--- src/rtl/alert_pkg.sv ---
// Shared types and constants for the deterministic alert handler ping scheduler.
package alert_pkg;

  parameter int unsigned NAlertsDef = 4;
  parameter int unsigned NEscDef    = 4;
  parameter int unsigned CntDwDef   = 24;
  parameter int unsigned NPingSlots = NAlertsDef + NEscDef;

  typedef enum logic [1:0] {
    PsIdle = 2'd0,
    PsWait = 2'd1,
    PsPing = 2'd2
  } ping_state_e;

  typedef logic [CntDwDef-1:0] ping_cnt_t;

endpackage

--- src/rtl/alert_handler_ping_slot_dec.sv ---
// Slot pointer to one-hot alert/escalation vectors; slots past NAlerts map to senders.
module alert_handler_ping_slot_dec #(
  parameter int unsigned NAlerts = 4,
  parameter int unsigned NEsc    = 4,
  parameter int unsigned PtrW    = 3
) (
  input  logic [PtrW-1:0]    ptr,
  output logic [NAlerts-1:0] alert_oh,
  output logic [NEsc-1:0]    esc_oh
);

  for (genvar i = 0; i < NAlerts; i++) begin : g_alert
    assign alert_oh[i] = (ptr == PtrW'(i));
  end

  for (genvar j = 0; j < NEsc; j++) begin : g_esc
    assign esc_oh[j] = (ptr == PtrW'(NAlerts + j));
  end

endmodule

--- src/rtl/alert_handler_ping_sched.sv ---
// Round-robin liveness ping scheduler: one outstanding ping, programmable gap and timeout.
module alert_handler_ping_sched
  import alert_pkg::*;
#(
  parameter int unsigned NAlerts = NAlertsDef,
  parameter int unsigned NEsc    = NEscDef,
  parameter int unsigned CntDw   = CntDwDef
) (
  input  logic               clk_i,
  input  logic               rst_i,
  input  logic               en_i,
  input  logic [NAlerts-1:0] alert_ping_en_i,
  input  logic [CntDw-1:0]   wait_cyc_i,
  input  logic [CntDw-1:0]   timeout_cyc_i,
  output logic [NAlerts-1:0] alert_ping_req_o,
  output logic [NEsc-1:0]    esc_ping_req_o,
  input  logic [NAlerts-1:0] alert_ping_ok_i,
  input  logic [NEsc-1:0]    esc_ping_ok_i,
  output logic               alert_ping_fail_o,
  output logic               esc_ping_fail_o,
  output logic               busy_o
);

  localparam int unsigned NSlots = NAlerts + NEsc;
  localparam int unsigned PtrW   = $clog2(NSlots);
  localparam logic [PtrW-1:0] LastSlot = PtrW'(NSlots - 1);

  ping_state_e      state_q, state_d;
  logic [CntDw-1:0] cnt_q, cnt_d, lim_q, lim_d;
  logic [PtrW-1:0]  ptr_q, ptr_d, ptr_inc;
  logic             alert_fail_d, esc_fail_d;
  logic             cnt_done, skip_slot, ok_hit, slot_is_alert;

  logic [NAlerts-1:0] alert_oh_cur, alert_oh_nxt;
  logic [NEsc-1:0]    esc_oh_cur, esc_oh_nxt;

  // Zero-length periods behave as one cycle so the FSM always makes progress.
  function automatic logic [CntDw-1:0] at_least_one(input logic [CntDw-1:0] v);
    return (v == '0) ? CntDw'(1) : v;
  endfunction

  alert_handler_ping_slot_dec #(
    .NAlerts(NAlerts), .NEsc(NEsc), .PtrW(PtrW)
  ) u_dec_cur (
    .ptr      (ptr_q),
    .alert_oh (alert_oh_cur),
    .esc_oh   (esc_oh_cur)
  );

  alert_handler_ping_slot_dec #(
    .NAlerts(NAlerts), .NEsc(NEsc), .PtrW(PtrW)
  ) u_dec_nxt (
    .ptr      (ptr_d),
    .alert_oh (alert_oh_nxt),
    .esc_oh   (esc_oh_nxt)
  );

  assign ptr_inc       = (ptr_q == LastSlot) ? '0 : ptr_q + PtrW'(1);
  assign cnt_done      = (cnt_q >= lim_q - CntDw'(1));
  assign slot_is_alert = |alert_oh_cur;
  assign skip_slot     = |(alert_oh_cur & ~alert_ping_en_i);
  // Only the ok line of the slot currently being pinged can end a ping.
  assign ok_hit        = |(alert_ping_req_o & alert_ping_ok_i) |
                         |(esc_ping_req_o & esc_ping_ok_i);

  always_comb begin
    state_d      = state_q;
    cnt_d        = cnt_q;
    lim_d        = lim_q;
    ptr_d        = ptr_q;
    alert_fail_d = 1'b0;
    esc_fail_d   = 1'b0;
    if (!en_i) begin
      state_d = PsIdle;
      cnt_d   = '0;
      lim_d   = '0;
      ptr_d   = '0;
    end else begin
      unique case (state_q)
        PsIdle: begin
          state_d = PsWait;
          cnt_d   = '0;
          lim_d   = at_least_one(wait_cyc_i);
          ptr_d   = '0;
        end
        PsWait: begin
          if (cnt_done) begin
            cnt_d = '0;
            if (skip_slot) begin
              ptr_d = ptr_inc;
              lim_d = at_least_one(wait_cyc_i);
            end else begin
              state_d = PsPing;
              lim_d   = at_least_one(timeout_cyc_i);
            end
          end else begin
            cnt_d = cnt_q + CntDw'(1);
          end
        end
        PsPing: begin
          // A response arriving on the last allowed cycle still counts as success.
          if (ok_hit || cnt_done) begin
            if (!ok_hit) begin
              alert_fail_d = slot_is_alert;
              esc_fail_d   = !slot_is_alert;
            end
            state_d = PsWait;
            cnt_d   = '0;
            lim_d   = at_least_one(wait_cyc_i);
            ptr_d   = ptr_inc;
          end else begin
            cnt_d = cnt_q + CntDw'(1);
          end
        end
        default: begin
          state_d = PsIdle;
          cnt_d   = '0;
          lim_d   = '0;
          ptr_d   = '0;
        end
      endcase
    end
  end

  always_ff @(posedge clk_i) begin
    if (rst_i) begin
      state_q           <= PsIdle;
      cnt_q             <= '0;
      lim_q             <= '0;
      ptr_q             <= '0;
      alert_ping_req_o  <= '0;
      esc_ping_req_o    <= '0;
      alert_ping_fail_o <= 1'b0;
      esc_ping_fail_o   <= 1'b0;
      busy_o            <= 1'b0;
    end else begin
      state_q           <= state_d;
      cnt_q             <= cnt_d;
      lim_q             <= lim_d;
      ptr_q             <= ptr_d;
      alert_ping_req_o  <= (state_d == PsPing) ? alert_oh_nxt : '0;
      esc_ping_req_o    <= (state_d == PsPing) ? esc_oh_nxt : '0;
      alert_ping_fail_o <= alert_fail_d;
      esc_ping_fail_o   <= esc_fail_d;
      busy_o            <= (state_d != PsIdle);
    end
  end

endmodule
--- config.mk ---
export PLATFORM = sky130hd
export DESIGN_NAME = alert_handler_ping_sched
export DESIGN_NICKNAME = d
export VERILOG_FILES = /design/src/rtl/alert_pkg.sv /design/src/rtl/alert_handler_ping_slot_dec.sv /design/src/rtl/alert_handler_ping_sched.sv
export SDC_FILE = /design/constraint.sdc
export NUM_CORES = 1
export LEC_CHECK = 0
export CORE_UTILIZATION = 43
export CTS_CLUSTER_SIZE = 40
export DETAILED_ROUTE_END_ITERATION = 6
export PLACE_DENSITY = 0.74
export SLEW_MARGIN = 20
export SYNTH_ARGS = -nofsm -noshare
export SYNTH_HDL_FRONTEND = slang
export SYNTH_SLANG_ARGS = --single-unit
--- constraint.sdc ---
create_clock -name clk_i -period 7.27 [get_ports clk_i]
set_clock_uncertainty 0.05 [all_clocks]
set_input_delay 2.181 -clock clk_i [delete_from_list [all_inputs] [get_ports clk_i]]
set_output_delay 2.181 -clock clk_i [all_outputs]
set_load 0.03 [all_outputs]
==> results.md <==
- Critical Path RT: 7.49 ns
- Via count: 3695
- Max Freq: 216 MHz
- Area fraction of the dominant cell type after synthesis: 32.2%
- Ratio of cells with drive above 1 in the final layout: 4.76%
- Slew @ Worst Pin: 0.994 ns
- Slew Limit Fails: 0
- Worst-path clk slew: 0.08 ns
- I/O pin total: 74
- Largest net degree at the start of global routing: 39
- Initial Utilization: 45.0%
- Grt ovf: 0
- Synth area leaders: dfxtp_1, ha_1, nor2_1
- Register-to-Register Setup Slack: 2.64 ns
- Syn Nets: 571
- Clock root cell: clkbuf_8
- Syn Area/Cell: 8.43 um^2
- Synth Area in Simple Gates: 26.6%
- DRC viols: 0
- Total GRT Usage: 21.3%
- Warnings from Yosys: 0
- Final Instance Area: 0.00501 mm^2
- WL/cell: 14.8 um
- Synthesized instance count: 472
- Initial antenna violation count: 0
- Via density: 5.65
- Main combinational cell family by area after synthesis: simple AND/OR/NAND/NOR gates
- DIE WIDTH: 98.2 um
- Nets@finish: 642
- Die area: 0.00965 mm^2
- DP Area: 0.00481 mm^2
- Synth Area in XOR/XNOR: 9.46%
- Post-DP HPWL: 7620 um
- Element type at the critical path start: flop
- Level count of the clock H-tree: 3
- Yosys top cell by area: dfxtp_1
- Pwr per Cell Area: 169 mW/mm^2
- Finish-stage setup viols: 0
- Post-DRT Antenna Nets: 0
- First-pass GRT wire length: 16700 um
- CP startpoint: lim_q[2]
- EDFF count, synth: 0
- Hold crit path type: flop to flop
- Async set or reset register ratio after synthesis: 0%
- Final hold viol count: 0
- CTS tree: built
- RR Startpoint: lim_q[2]
- VDD IR-drop max: 89.4 uV
- RSZ-0062 raised after global routing: no
- Max_cap viols: 0
- Clock Tree Buf Depth: 2
- Tot Pwr: 848 uW
- Synth Area in Compound Gates: 17.6%
- Core area: 0.00885 mm^2
- Sequential area share after synthesis: 32.2%
- Synth Flop Type: dfxtp_1
- Rel. slew slack: 33.8%
- 1st-pass router iterations: 4
- Post_cts resized: 0
- Routability congestion estimate: 0.877
- Worst hold start: lim_q[4]
- Vias in the first global route: 3706
- Lkg Pwr: 0.00194 uW
- Mux cell area share after synthesis: 0.251%
- Crit Path Max Fanout: 38
- Synthesized area: 0.00398 mm^2
- DR iter-0 viols: 175
- Adder-cell area share of the yosys netlist: 11.3%
- Critical path data arrival time: 4.85 ns
- Period utilization: 63.7%
- Critical path class: flop to flop
- Row count: 34
- CTS sink count: 64
- Clock Latency Late Sink: 0.34 ns
- Synthesis-to-finish area growth: 25.8%
- Post-CTS Setup Bufs: 0
- Die H: 98.2 um
- Port Buffer Count: 73
- Status: completed
- TNS Setup: 0 ns
- Crit path time final: 4.63 ns
- Post-CTS Hold Fix Bufs: 0
- Netlist cell types: 48
- N_diodes: 0
- Routed WL: 9690 um
- CP Capture Type: flop
- #FFs+latches synth: 64
- Total CTS buffers: 9
-- cell type report --
type                            count  area, um^2
Tap cell                          108         135
Inverter                           11        41.3
Timing Repair Buffer               75         746
Fill cell                         811        3840
Clock inverter                      3        42.5
Multi-Input combinational cell    382        2610
Clock buffer                       11         151
Sequential cell                    64        1280
-- stage by stage --
| stage | setup WS [ns] | util [%] | instances | hold slack, ns |
|---|---|---|---|---|
| 2_1_floorplan | 3.46 | - | 472 | 0.399 |
| 3_3_place_gp | 2.53 | 54.4 | 640 | 0.425 |
| 3_5_place_dp | 2.45 | 54.4 | 640 | 0.438 |
| 4_1_cts | 2.58 | 56.6 | 654 | 0.447 |
| 5_1_grt | 2.04 | 56.6 | 654 | 0.464 |
| 6_report | 2.64 | 56.6 | 654 | 0.450 |
-- placed cells by master, fill, tap and decap left out, types with 2 or more instances in the layout --
cell type	count
nor4_1	21
a211o_1	3
nor2_1	61
a21oi_1	22
a22oi_1	27
nand2b_1	7
nand4_1	9
nor4b_1	5
a211oi_1	3
a22o_1	13
o21ai_0	8
a32oi_2	2
dfxtp_1	64
inv_1	11
or3_1	13
buf_4	2
xnor2_1	19
xor2_1	24
clkdlybuf4s50_1	73
or2_2	3
nand3_1	15
a32o_1	2
nor3_1	12
and3_1	6
nor2b_1	6
ha_1	36
nand3b_1	3
clkbuf_8	11
o2111ai_1	2
and4_1	3
nand2_1	39
or4_1	2
-- state kept, by name (all words and copies together) (netlist names) --
signal and count:
cnt_q 24, lim_q 24, esc_ping_fail_o 1, busy_o 1
alert_ping_fail_o 1, ptr_q 3, state_q 2, alert_ping_req_o 4
esc_ping_req_o 4
-- worst paths after layout --
check,to,depth (start not counted)
setup reg to reg,lim_q[19],15
hold reg to reg,lim_q[4],2
setup / recovery,lim_q[19],15
hold / removal,lim_q[4],2
-- report_power, final --
group	internal [uW]	switching, uW	total [uW]
Combinational	88.6	81.6	170
Sequential	358	9.42	367
Clock	173	138	311
-- worst max-delay path, cell delays in order (launching register included) --
cell	delay (ns)
dfxtp_1	0.38
nor4_1	0.54
nand3_1	0.21
or3_1	0.41
nand2b_1	0.21
nor3_1	0.20
xnor2_1	0.10
ha_1	0.30
nand4_1	0.15
nor2_1	0.27
o2111a_1	0.36
a2111oi_4	0.11
buf_4	0.27
nor2_1	0.70
a22oi_1	0.16
nor2_1	0.13
-- Yosys cell counts, types with 8 or more instances --
cell type   n
a21oi_1    22
nor3_1     12
nor2_1     61
nand2_1    39
or3_1      13
o21ai_0     8
dfxtp_1    64
clkbuf_1   10
ha_1       36
nand4_1     9
a22o_1     13
xnor2_1    19
nor4_1     21
nand3_1    15
inv_1      11
xor2_1     24
a22oi_1    27
-- routing by layer --
layer	global-route usage, %	vias to the layer above	wire, um
li1	-	1873	-
met1	27.4	1716	4670
met2	34.7	86	4420
met3	4.08	20	406
met4	9.64	0	187
met5	0	-	0
-- cell families (layout without fill, tap and decap cells) --
logic type | count (synthesis) | count (layout)
muxes | 1 | 1
and+or+nand+nor | 209 | 209
buffers and inverters | 26 | 100
DFF | 64 | 64
xor gates and xnor gates | 43 | 43
AOI/OAI and AO/OA | 93 | 93
adders and majority gates | 36 | 36
Note: power is estimated with default switching activity, not from simulation.
